--- src/rtl/mem_port_arbiter.sv ---
// mem_port_arbiter: fetch/data arbiter for a single-ported memory; MEM_PORT_ARB_RR_EN selects round-robin
module mem_port_arbiter #(
  parameter int MAX_WAIT = 8
) (
  input  logic        clock,
  input  logic        reset,
  input  logic        if_req,
  input  logic [31:0] if_addr,
  input  logic [1:0]  if_access_size,
  output logic        if_grant,
  output logic        if_rvalid,
  output logic [31:0] if_rdata,
  output logic        if_done,
  input  logic        d_req,
  input  logic        d_rw,
  input  logic [31:0] d_addr,
  input  logic [1:0]  d_access_size,
  input  logic [31:0] d_wdata,
  output logic        d_wbeat,
  output logic        d_grant,
  output logic        d_rvalid,
  output logic [31:0] d_rdata,
  output logic        d_done,
  output logic [31:0] mem_address,
  output logic [31:0] mem_data_in,
  output logic [1:0]  mem_access_size,
  output logic        mem_rw,
  output logic        mem_enable,
  input  logic        mem_busy,
  input  logic [31:0] mem_data_out
);
  typedef enum logic [1:0] {IDLE, BEAT, DRAIN} state_t;
  state_t state, state_nx;
  logic own_f, rw, rv_q, done_q, f_win, any_req, accept, last_beat, arb;
  logic [31:0] base;
  logic [3:0] k, last_k;

  function automatic logic [3:0] last_of(input logic [1:0] s);
    return s == 2'b00 ? 4'd0 : s == 2'b01 ? 4'd3 : s == 2'b10 ? 4'd7 : 4'd15;
  endfunction

  assign any_req = if_req || d_req;
  assign arb = state == IDLE && any_req;

`ifdef MEM_PORT_ARB_RR_EN
  logic last_f;
  assign f_win = if_req && (!d_req || !last_f);
  // last_f starts at 1 so data wins the first contention after reset
  always_ff @(posedge clock)
    if (reset) last_f <= 1'b1;
    else if (arb) last_f <= f_win;
`else
  logic [7:0] starve_cnt;
  assign f_win = if_req && (!d_req || starve_cnt == 8'(MAX_WAIT));
  always_ff @(posedge clock)
    if (reset || !if_req) starve_cnt <= '0;
    else if (state == IDLE) starve_cnt <= f_win ? 8'd0 : starve_cnt + 8'd1;
`endif

  always_ff @(posedge clock)
    if (reset) state <= IDLE;
    else state <= state_nx;

  always_comb begin
    state_nx    = state;
    if_grant    = 1'b0;
    d_grant     = 1'b0;
    mem_enable  = 1'b0;
    mem_address = '0;
    mem_rw      = 1'b0;
    accept      = 1'b0;
    last_beat   = k == last_k;
    unique case (state)
      IDLE: if (any_req && !reset) begin
        if_grant = f_win;
        d_grant  = !f_win;
        state_nx = BEAT;
      end
      BEAT: begin
        mem_enable  = 1'b1;
        mem_address = base + {26'b0, k, 2'b00};
        mem_rw      = rw;
        accept      = !mem_busy;
        state_nx    = accept && last_beat ? (rw ? DRAIN : IDLE) : BEAT;
      end
      DRAIN: state_nx = IDLE;
      default: state_nx = IDLE;
    endcase
  end

  always_ff @(posedge clock)
    if (reset) begin
      own_f  <= 1'b0;
      rw     <= 1'b0;
      base   <= '0;
      k      <= '0;
      last_k <= '0;
      rv_q   <= 1'b0;
      done_q <= 1'b0;
    end else begin
      rv_q   <= accept && rw;
      done_q <= accept && rw && last_beat;
      if (arb) begin
        own_f  <= f_win;
        rw     <= f_win ? 1'b1 : d_rw;
        base   <= f_win ? if_addr : d_addr;
        last_k <= last_of(f_win ? if_access_size : d_access_size);
        k      <= '0;
      end else if (accept) k <= k + 4'd1;
    end

  assign d_wbeat         = accept && !own_f && !rw;
  assign if_rvalid       = rv_q && own_f;
  assign d_rvalid        = rv_q && !own_f;
  assign if_done         = done_q && own_f;
  assign d_done          = (done_q && !own_f) || (d_wbeat && last_beat);
  assign if_rdata        = if_rvalid ? mem_data_out : '0;
  assign d_rdata         = d_rvalid ? mem_data_out : '0;
  assign mem_data_in     = state == BEAT && !rw ? d_wdata : '0;
  assign mem_access_size = 2'b00;
endmodule

--- config.mk ---
export PLATFORM = sky130hd
export DESIGN_NAME = mem_port_arbiter
export DESIGN_NICKNAME = d
export VERILOG_FILES = /design/src/rtl/mem_port_arbiter.sv
export SDC_FILE = /design/constraint.sdc
export NUM_CORES = 1
export LEC_CHECK = 0
export CAP_MARGIN = 20
export CORE_MARGIN = 2
export CORE_UTILIZATION = 35
export DETAILED_ROUTE_END_ITERATION = 10
export GPL_TIMING_DRIVEN = 1
export PLACE_DENSITY = 0.81
export REMOVE_ABC_BUFFERS = 1
export SYNTH_ARGS = -nofsm -noshare
export SYNTH_HDL_FRONTEND = slang
export SYNTH_SLANG_ARGS = --single-unit
--- constraint.sdc ---
create_clock -name clock -period 3.81 [get_ports clock]
set_input_delay 1.143 -clock clock [delete_from_list [all_inputs] [get_ports clock]]
set_output_delay 1.143 -clock clock [all_outputs]
set_load 0.01 [all_outputs]
==> impl_metrics.env, run 1 <==
export IMPL_outcome="complete, no violations"
export IMPL_critPathLaunch="k[0]$_SDFFE_PP0N_"
export IMPL_path_class="flop to primary output"
export IMPL_htree_levels=2
export IMPL_coreArea_um2=10900
export IMPL_clkPwrFrac_pct=30.6
export IMPL_relSlewSlack_pct=33.0
export IMPL_final_common_cell="clkdlybuf4s50_1"
export IMPL_cts_buffers=5
export IMPL_p_leak_uw=0.00285
export IMPL_setup_violations=0
export IMPL_yosysWarnings=0
export IMPL_drt_initial_drc_count=453
export IMPL_netlist_instances=558
export IMPL_grt_pass1_wl_um=26100
export IMPL_p_switching_uw=516
export IMPL_r2r_start="starve_cnt[0]$_SDFFE_PP0P_"
export IMPL_place_hpwl_um=13900
export IMPL_synth_cell_types=52
export IMPL_synth_edf_count=0
export IMPL_maxSlewViolCount=0
export IMPL_cpPeakStageDelay_ns=0.46
export IMPL_clockBufferDepth=2
export IMPL_post_place_ws_ns=-0.404
export IMPL_layout_cells_non_filler=964
export IMPL_hold_start="last_k[2]$_SDFFE_PP0P_"
export IMPL_max_cap_viol_count=0
export IMPL_grt_usage_pct=27.9
export IMPL_via_per_inst=5.33
export IMPL_port_buffers=274
export IMPL_rsz0062_at_grt="yes"
export IMPL_layout_drive_gt1_share_pct=7.42
export IMPL_tns_ns=0
export IMPL_synth_seq_cells=53
export IMPL_swShare_pct=29.4
export IMPL_syn_avg_cell_area_um2=7.09
export IMPL_hold_viol=0
export IMPL_pwr_share_seq_pct=36.8
export IMPL_cp_max_fo=10
export IMPL_remaining_drc_errors=0
export IMPL_nets=967
export IMPL_cp_data_required_time_ns=2.67
export IMPL_share_comb_of_total_power_pct=32.6
export IMPL_cp_arrival_ns=2.64
export IMPL_ios=277
export IMPL_min_period_over_period_pct=99.4
export IMPL_cp_start_kind="flop"
export IMPL_timing_final_crit_period_ns=3.79
export IMPL_end_kind="primary output"
export IMPL_grt_max_degree=41
export IMPL_fin_worst_skew_ns=0.00444
export IMPL_dieArea_um2=12200
export IMPL_final_util_pct=65.2
export IMPL_p_int_uw=1240
export IMPL_overflow=0
export IMPL_clk_pin_slew_ns=0.07
export IMPL_dp_cells=954
export IMPL_die_w_um=110
export IMPL_tritoncts="built"
export IMPL_seq_area_frac_synth_pct=26.8
export IMPL_synthArstFlopShare_pct=0
export IMPL_grt_pass1_vias=4841
export IMPL_post_drt_wl_per_cell_um=18.5
export IMPL_die_h_um=110
export IMPL_vdd_ir_drop_max_v=0.000215
export IMPL_vias=5136
export IMPL_first_pass_iters=5
export IMPL_fmax_mhz=264
export IMPL_syn2layout_area_growth_pct=80.2
export IMPL_path_cells="ha_1, inv_1, fa_1, nand2b_1, a21o_1, buf_4, or4_1, a21oi_1, clkdlybuf4s15_2"
export IMPL_synth_flop_cell="dfxtp_1"
export IMPL_clk_latency_ns=0.29
export IMPL_routed_wl_um=17800
export IMPL_final_cell_mix="clkdlybuf4s50_1 (252), nand2_1 (86), and2_1 (72)"
export IMPL_rows=38
export IMPL_gp_congestion=0.989
export IMPL_initial_core_util_pct=36.2
export IMPL_power_density_nw_per_um2=246
export IMPL_cts_root_buffer="clkbuf_16"
export IMPL_cts_sinks=53
export IMPL_antenna_left=0
export IMPL_syn_cell_area_um2=3960
export IMPL_worst_slew_pin_slew_ns=0.989
export IMPL_hold_path_class="flop to flop"
export IMPL_antenna_found_initial=2
export IMPL_crit_slowest_cell="or4_1"
export IMPL_fin_ws_ns=0.0245
logic make-up (layout without fill, tap and decap cells):
logic type | Yosys count | count (layout) | synth area share (%)
AOI/OAI and AO/OA | 110 | 110 | 19.3
xor gates and xnor gates | 16 | 16 | 3.54
adders and majority gates | 8 | 8 | 2.72
buffers and inverters | 63 | 326 | 6.51
DFF | 53 | 53 | 26.8
muxes | 2 | 2 | 0.537
other | 1 | 4 | 0.0948
and+or+nand+nor | 305 | 305 | 40.5
sequential cells by signal, summed over array words and instances (netlist names):
register	count
base	32
done_q	1
k	4
last_k	3
own_f	1
rv_q	1
rw	1
starve_cnt	8
state	2
critical path: cells and delay by family, from the launching register on:
kind / cells / cell delay (ns)
compound gates: 2 / 0.36
buf+inv: 3 / 0.47
simple gates: 2 / 0.64
fa+ha+maj: 2 / 0.53
flops: 1 / 0.34
layer usage:
layer	track usage [%]	part of all wire, %	wire length (um)
met4	10.9	2.8	496
met3	5.29	8.7	1560
met5	0	0	0
met1	33.9	39	6950
met2	48.6	49	8790
path summary, 6_finish.rpt:
check                               end  slack (ns)  depth (start not counted)
max                     mem_address[24]        0.02                          9
min              last_k[2]$_SDFFE_PP0P_        0.50                          2
max reg2reg  starve_cnt[3]$_SDFFE_PP0P_        1.42                          6
min reg2reg      last_k[2]$_SDFFE_PP0P_        0.50                          2
layout make-up:
| type | count | area [um2] |
|---|---|---|
| clock inverter | 2 | 37.5 |
| clock buffer | 6 | 139 |
| multi-input combinational | 443 | 2690 |
| fill | 943 | 3800 |
| antenna | 2 | 5.00 |
| timing repair buffer | 304 | 2970 |
| tap | 140 | 175 |
| inverter | 14 | 52.6 |
| sequential | 53 | 1060 |
power by group through the flow:
stage	combinational (uW)	sequential, uW	clock, uW
finish	572	647	537
CTS	570	645	540
floorplan	216	649	0
detailed placement	571	656	0
global route	615	653	560
global placement	565	653	0
per-stage QoR:
step / cell area (um2) / hold WS [ns] / total power, uW
floorplan: 3760 / 0.442 / 865
global placement: 6940 / 0.459 / 1220
detailed placement: 6940 / 0.483 / 1230
CTS: 7120 / 0.493 / 1750
global route: 7130 / 0.536 / 1830
finish: 7130 / 0.499 / 1760
synthesized netlist by cell type, drive strengths merged, types with 3 or more instances:
master / count / area share (%)
a211oi: 5 / 0.95
a21o: 3 / 0.57
a21oi: 28 / 3.5
a311oi: 29 / 6.4
a31oi: 4 / 0.63
and2: 72 / 11
and3: 36 / 5.7
and4: 3 / 0.66
buf: 9 / 1.4
clkbuf: 40 / 3.8
dfxtp: 53 / 27
ha: 7 / 2.2
inv: 14 / 1.3
nand2: 86 / 8.2
nand2b: 5 / 0.79
nand3: 8 / 1.0
nand4: 10 / 1.7
nor2: 48 / 4.6
nor3: 7 / 0.89
o21ai: 14 / 1.8
o31ai: 15 / 2.8
or3: 6 / 0.95
or4: 16 / 3.0
xnor2: 5 / 1.1
xor2: 11 / 2.4
repair_timing:
item                       CTS  global route
setup endpoints to repair   20            17
pin swaps                    2             1
gates resized for setup     41            11
hold buffers                 0             0
buffers inserted             0             0
No activity file was read; power rests on OpenSTA's default activity.
==> run 2, diff against run 1 <==
--- a/config.mk
+++ b/config.mk
@@ -7,11 +7,13 @@
 export LEC_CHECK = 0
 export CAP_MARGIN = 20
 export CORE_MARGIN = 2
-export CORE_UTILIZATION = 35
+export CORE_UTILIZATION = 32
 export DETAILED_ROUTE_END_ITERATION = 10
 export GPL_TIMING_DRIVEN = 1
-export PLACE_DENSITY = 0.81
+export PLACE_DENSITY = 0.78
 export REMOVE_ABC_BUFFERS = 1
+export SETUP_SLACK_MARGIN = 0.02
 export SYNTH_ARGS = -nofsm -noshare
 export SYNTH_HDL_FRONTEND = slang
 export SYNTH_SLANG_ARGS = --single-unit
+export TNS_END_PERCENT = 100
==> constraint.sdc (replaced) <==
create_clock -name clock -period 3.2 [get_ports clock]
set_input_delay 0.96 -clock clock [delete_from_list [all_inputs] [get_ports clock]]
set_output_delay 0.96 -clock clock [all_outputs]
set_load 0.01 [all_outputs]
==> run 2 against run 1 <==
Against the previous run: the flow now finishes with violations (negative setup slack); register-to-register slack worse by 0.47 ns; cell area up 7.3%; worst setup slack got worse by 0.24 ns; sequential power increased by 17%; combinational power increased by 31%; largest power group unchanged; highest routed layer unchanged.
==> impl_metrics.env, run 2 (synthesis results as in run 1) <==
export IMPL_place_hpwl_um=13900
export IMPL_cp_start_kind="flop"
export IMPL_relSlewSlack_pct=57.2
export IMPL_die_w_um=115
export IMPL_power_density_nw_per_um2=277
export IMPL_hold_buffers=0
export IMPL_final_util_pct=63.4
export IMPL_largest_reg_flops=32
export IMPL_antenna_found_initial=2
export IMPL_largestRegisters="base (32), starve_cnt (8), k (4)"
export IMPL_setup_violations=15
export IMPL_routed_wl_um=18400
export IMPL_maxSlewViolCount=0
export IMPL_cp_data_required_time_ns=2.24
export IMPL_tritoncts="built"
export IMPL_crit_path_frequent_cell="buf_6"
export IMPL_max_cap_viol_count=0
export IMPL_dp_cells=1011
export IMPL_worst_slew_pin_slew_ns=0.634
export IMPL_swShare_pct=29.7
export IMPL_grt_pass1_vias=5040
export IMPL_path_class="flop to primary output"
export IMPL_fin_ws_ns=-0.219
export IMPL_gp_congestion=0.932
export IMPL_min_period_over_period_pct=107
export IMPL_via_per_inst=5.13
export IMPL_htree_levels=2
export IMPL_pwr_share_seq_pct=35.8
export IMPL_dieArea_um2=13300
export IMPL_clk_pin_slew_ns=0.07
export IMPL_cts_root_buffer="clkbuf_16"
export IMPL_post_place_ws_ns=-0.625
export IMPL_path_cells="ha_4, inv_2, fa_2, nand2b_4, a21o_1, buf_12, buf_6, or3_4, a21oi_4, buf_6"
export IMPL_crit_slowest_cell="or3_4"
export IMPL_crit_family="simple AND/OR/NAND/NOR gates"
export IMPL_final_common_cell="clkdlybuf4s50_1"
export IMPL_p_leak_uw=0.00316
export IMPL_overflow=0
export IMPL_worst_path_buf_inv=4
export IMPL_coreArea_um2=12100
export IMPL_clkPwrFrac_pct=28.9
export IMPL_p_int_uw=1490
export IMPL_grt_pass1_wl_um=27000
export IMPL_die_h_um=115
export IMPL_ios=277
export IMPL_grt_usage_pct=25.8
export IMPL_rsz0062_at_grt="yes"
export IMPL_outcome="complete, but fails checks"
export IMPL_fin_worst_skew_ns=0.00721
export IMPL_cpPeakStageDelay_ns=0.38
export IMPL_holdWs_ns=0.489
export IMPL_remaining_drc_errors=0
export IMPL_end_kind="primary output"
export IMPL_nets=1007
export IMPL_first_pass_iters=5
export IMPL_layout_cells_non_filler=1031
export IMPL_vias=5288
export IMPL_cts_sinks=53
export IMPL_share_comb_of_total_power_pct=35.3
export IMPL_largest_register="base"
export IMPL_layout_drive_gt1_share_pct=17.8
export IMPL_cp_arrival_ns=2.46
export IMPL_fmax_mhz=292
export IMPL_vdd_ir_drop_max_v=0.000280
export IMPL_clk_latency_ns=0.29
export IMPL_cp_max_fo=16
export IMPL_post_drt_wl_per_cell_um=17.9
export IMPL_syn2layout_area_growth_pct=93.4
export IMPL_drt_initial_drc_count=363
export IMPL_port_buffers=274
export IMPL_initial_core_util_pct=32.8
export IMPL_rows=40
export IMPL_antenna_left=0
export IMPL_violations="negative setup slack"
export IMPL_clockBufferDepth=2
export IMPL_grt_max_degree=54
export IMPL_final_cell_mix="clkdlybuf4s50_1 (238), nand2_1 (85), and2_1 (72)"
export IMPL_hold_viol=0
export IMPL_p_switching_uw=630
export IMPL_cts_buffers=5
export IMPL_hold_path_class="flop to flop"
export IMPL_timing_final_crit_period_ns=3.42
[run 2: cell types whose count changed in the layout (fill, tap and decap cells not counted), sizes merged, moves of 2 or more]
cell | before | now
buf | 34 | 89
clkdlybuf4s50 | 252 | 238
clkbuf | 7 | 10
clkdlybuf4s15 | 4 | 1
dlygate4sd2 | 10 | 7
bufbuf | 0 | 2
[run 2: power groups by stage]
stage                     clock [uW]  combinational (uW)  sequential (uW)
after CTS                        627                 733              757
after global routing             642                 807              765
after floorplan                    0                 257              773
final                            613                 749              759
after detailed placement           0                 737              766
after global placement             0                 728              763
[run 2: layout make-up]
type	instances	area, um2
fill	1046	4410
timing repair buffer	344	3300
multi-input combinational	443	2850
sequential	53	1080
tap	168	210
clock buffer	5	125
inverter	14	52.6
clock inverter	2	38.8
antenna	2	5.00
[run 2: path summary, 6_finish.rpt]
kind	end	start	cells past startpoint	slack, ns
worst min register to register	last_k[2]$_SDFFE_PP0P_	last_k[2]$_SDFFE_PP0P_	2	0.49
worst max register to register	last_k[3]$_SDFFE_PP0P_	starve_cnt[0]$_SDFFE_PP0P_	8	0.95
worst max-delay path	mem_address[12]	base[2]$_SDFFE_PP0P_	10	-0.22
worst min-delay path	last_k[2]$_SDFFE_PP0P_	last_k[2]$_SDFFE_PP0P_	2	0.49
[run 2: stage by stage]
step / cell area, um2 / power, uW / TNS [ns]
after floorplan: 3760 / 1030 / -1.85
after global placement: 7200 / 1490 / -5.61
after detailed placement: 7200 / 1500 / -7.04
after CTS: 7470 / 2120 / -2.09
after global routing: 7650 / 2210 / -3.13
final: 7650 / 2120 / -1.90
[run 2: worst min-delay path, delay by kind of cell (launching register included)]
kind,cells,cell delay (ns)
DFF,1,0.33
and+or+nand+nor,1,0.06
AOI/OAI and AO/OA,1,0.06
[run 2: layer usage]
metal | up-vias | track usage, % | routed length [um]
met5 | - | 0 | 0
met4 | 0 | 8.27 | 447
met3 | 26 | 4.85 | 1370
met2 | 254 | 46.3 | 9290
met1 | 2425 | 31.0 | 7310
li1 | 2583 | - | -
[run 2: repair_timing]
item | in CTS | in global routing
pin swaps | 15 | 9
endpoints found under the setup margin | 32 | 28
resized for setup | 131 | 36
gates cloned | 2 | 1
setup buffers | 0 | 8
==> run 3, diff against run 2 <==
--- a/config.mk
+++ b/config.mk
@@ -11,7 +11,6 @@
 export DETAILED_ROUTE_END_ITERATION = 10
 export GPL_TIMING_DRIVEN = 1
 export PLACE_DENSITY = 0.78
-export REMOVE_ABC_BUFFERS = 1
 export SETUP_SLACK_MARGIN = 0.02
 export SYNTH_ARGS = -nofsm -noshare
 export SYNTH_HDL_FRONTEND = slang
==> run 3 against run 2 <==
Against the previous run: the flow still finishes with violations (negative setup slack); register-to-register slack got worse by 0.37 ns; count of clock-buffer cells in the layout did not move; sequential cell count stayed put; critical endpoint unchanged.
==> impl_metrics.env, run 3 (synthesis results as in run 1) <==
export IMPL_outcome="complete, but fails checks"
export IMPL_violations="negative setup slack"
export IMPL_clk_pin_slew_ns=0.07
export IMPL_antenna_left=0
export IMPL_layout_drive_gt1_share_pct=19.5
export IMPL_remaining_drc_errors=0
export IMPL_final_cell_mix="clkdlybuf4s50_1 (241), nand2_1 (86), and2_1 (72)"
export IMPL_path_class="flop to primary output"
export IMPL_cts_root_buffer="clkbuf_16"
export IMPL_clkPwrFrac_pct=28.9
export IMPL_hold_path_class="flop to flop"
export IMPL_path_cells="ha_4, inv_2, fa_2, nand2b_4, a21o_4, buf_6, or3_1, a21oi_1, buf_2"
export IMPL_gp_congestion=0.899
export IMPL_largest_reg_flops=32
export IMPL_die_w_um=115
export IMPL_grt_usage_pct=27.3
export IMPL_p_leak_uw=0.00318
export IMPL_use_met3_pct=4.96
export IMPL_relSlewSlack_pct=30.9
export IMPL_cts_buffers=5
export IMPL_share_comb_of_total_power_pct=35.6
export IMPL_drt_initial_drc_count=404
export IMPL_largest_register="base"
export IMPL_routed_wl_um=18900
export IMPL_max_cap_viol_count=0
export IMPL_clk_latency_ns=0.30
export IMPL_htree_levels=2
export IMPL_tritoncts="built"
export IMPL_port_buffers=274
export IMPL_multiInputGateArea_um2=2880
export IMPL_grt_pass1_wl_um=28500
export IMPL_end_kind="primary output"
export IMPL_setup_violations=12
export IMPL_cp_data_required_time_ns=2.24
export IMPL_pwr_share_seq_pct=35.5
export IMPL_holdWs_ns=0.493
export IMPL_overflow=0
export IMPL_p_int_uw=1500
export IMPL_hold_viol=0
export IMPL_min_period_over_period_pct=104
export IMPL_p_switching_uw=654
export IMPL_fin_ws_ns=-0.139
export IMPL_final_common_cell="clkdlybuf4s50_1"
export IMPL_worst_slew_pin_slew_ns=1.02
export IMPL_vias=5527
export IMPL_grtUsageMet1_pct=34.1
export IMPL_swShare_pct=30.4
export IMPL_timing_final_crit_period_ns=3.34
export IMPL_ios=277
export IMPL_final_seq_area_um2=1080
export IMPL_gr_max_usage_layer="met2"
export IMPL_clockBufferDepth=2
export IMPL_power_density_nw_per_um2=279
export IMPL_rsz0062_at_grt="yes"
export IMPL_dp_cells=1011
export IMPL_cp_max_fo=8
export IMPL_use_met2_pct=46.5
export IMPL_post_drt_wl_per_cell_um=18.1
export IMPL_fmax_mhz=300
export IMPL_antenna_found_initial=1
export IMPL_initial_core_util_pct=32.8
export IMPL_cp_arrival_ns=2.38
export IMPL_nets=1020
export IMPL_grt_pass1_vias=5384
export IMPL_cp_start_kind="flop"
export IMPL_grt_max_degree=39
export IMPL_cpPeakStageDelay_ns=0.36
export IMPL_maxSlewViolCount=0
export IMPL_dieArea_um2=13300
export IMPL_place_hpwl_um=13800
export IMPL_hold_buffers=0
export IMPL_largestRegisters="base (32), starve_cnt (8), k (4)"
export IMPL_fill_cells=1030
export IMPL_tns_ns=-1.17
export IMPL_die_h_um=115
export IMPL_coreArea_um2=12100
export IMPL_layout_cells_non_filler=1043
export IMPL_cts_sinks=53
export IMPL_rows=40
export IMPL_vdd_ir_drop_max_v=0.000178
export IMPL_first_pass_iters=7
export IMPL_fin_worst_skew_ns=0.00500
export IMPL_syn2layout_area_growth_pct=95.2
export IMPL_via_per_inst=5.30
export IMPL_crit_slowest_cell="dfxtp_2"
[run 3: final cells by class]
cell class / instances / area share (%)
antenna: 1 / 0.0324
clock buffer: 5 / 1.62
clock inverter: 2 / 0.502
inverter: 14 / 0.680
multi-input combinational: 444 / 37.3
sequential: 53 / 14.0
tap: 168 / 2.72
timing repair buffer: 356 / 43.2
[run 3: layer usage]
metal / vias to the layer above / wire length (um)
met3: 53 / 1510
met4: 0 / 622
met1: 2573 / 7630
met5: - / 0
li1: 2604 / -
met2: 297 / 9150
[run 3: power groups by stage]
stage	registers (uW)	logic [uW]	clock network, uW
finish	763	767	623
floorplan	768	286	0
CTS	758	747	632
global route	770	819	654
detailed placement	768	737	0
global placement	765	727	0
[run 3: per-stage QoR]
step	setup WS (ns)	util [%]	cell area, um2	power, uW
after global routing	-0.220	64.0	7720	2240
after global placement	-0.539	59.5	7180	1490
after CTS	-0.154	63.2	7620	2140
after floorplan	0.0237	-	3970	1050
final	-0.139	64.0	7720	2150
after detailed placement	-0.576	59.5	7180	1510
[run 3: final timing paths]
| kind | start | end | slack, ns | cells after the start |
|---|---|---|---|---|
| max | base[2]$_SDFFE_PP0P_ | mem_address[12] | -0.14 | 9 |
| min | last_k[2]$_SDFFE_PP0P_ | last_k[2]$_SDFFE_PP0P_ | 0.49 | 2 |
| max reg2reg | starve_cnt[5]$_SDFFE_PP0P_ | own_f$_SDFFE_PP0P_ | 0.58 | 14 |
| min reg2reg | last_k[2]$_SDFFE_PP0P_ | last_k[2]$_SDFFE_PP0P_ | 0.49 | 2 |
[run 3: repair_timing]
action                                  4_1_cts  5_1_grt
hold endpoints to repair                      0        0
pin swaps                                    26       18
buffers inserted                             19        1
endpoints found under the setup margin       31       28
gates resized for setup                     151       37
gates cloned                                  5        0
[run 3: critical path: cells and delay by family (launching register included)]
| family | cells | cell delay, ns |
|---|---|---|
| AND/OR/NAND/NOR | 2 | 0.54 |
| adder cells (fa/ha/maj) | 2 | 0.47 |
| AO/OA/AOI/OAI | 2 | 0.39 |
| flip-flops | 1 | 0.36 |
| buffers and inverters | 3 | 0.31 |
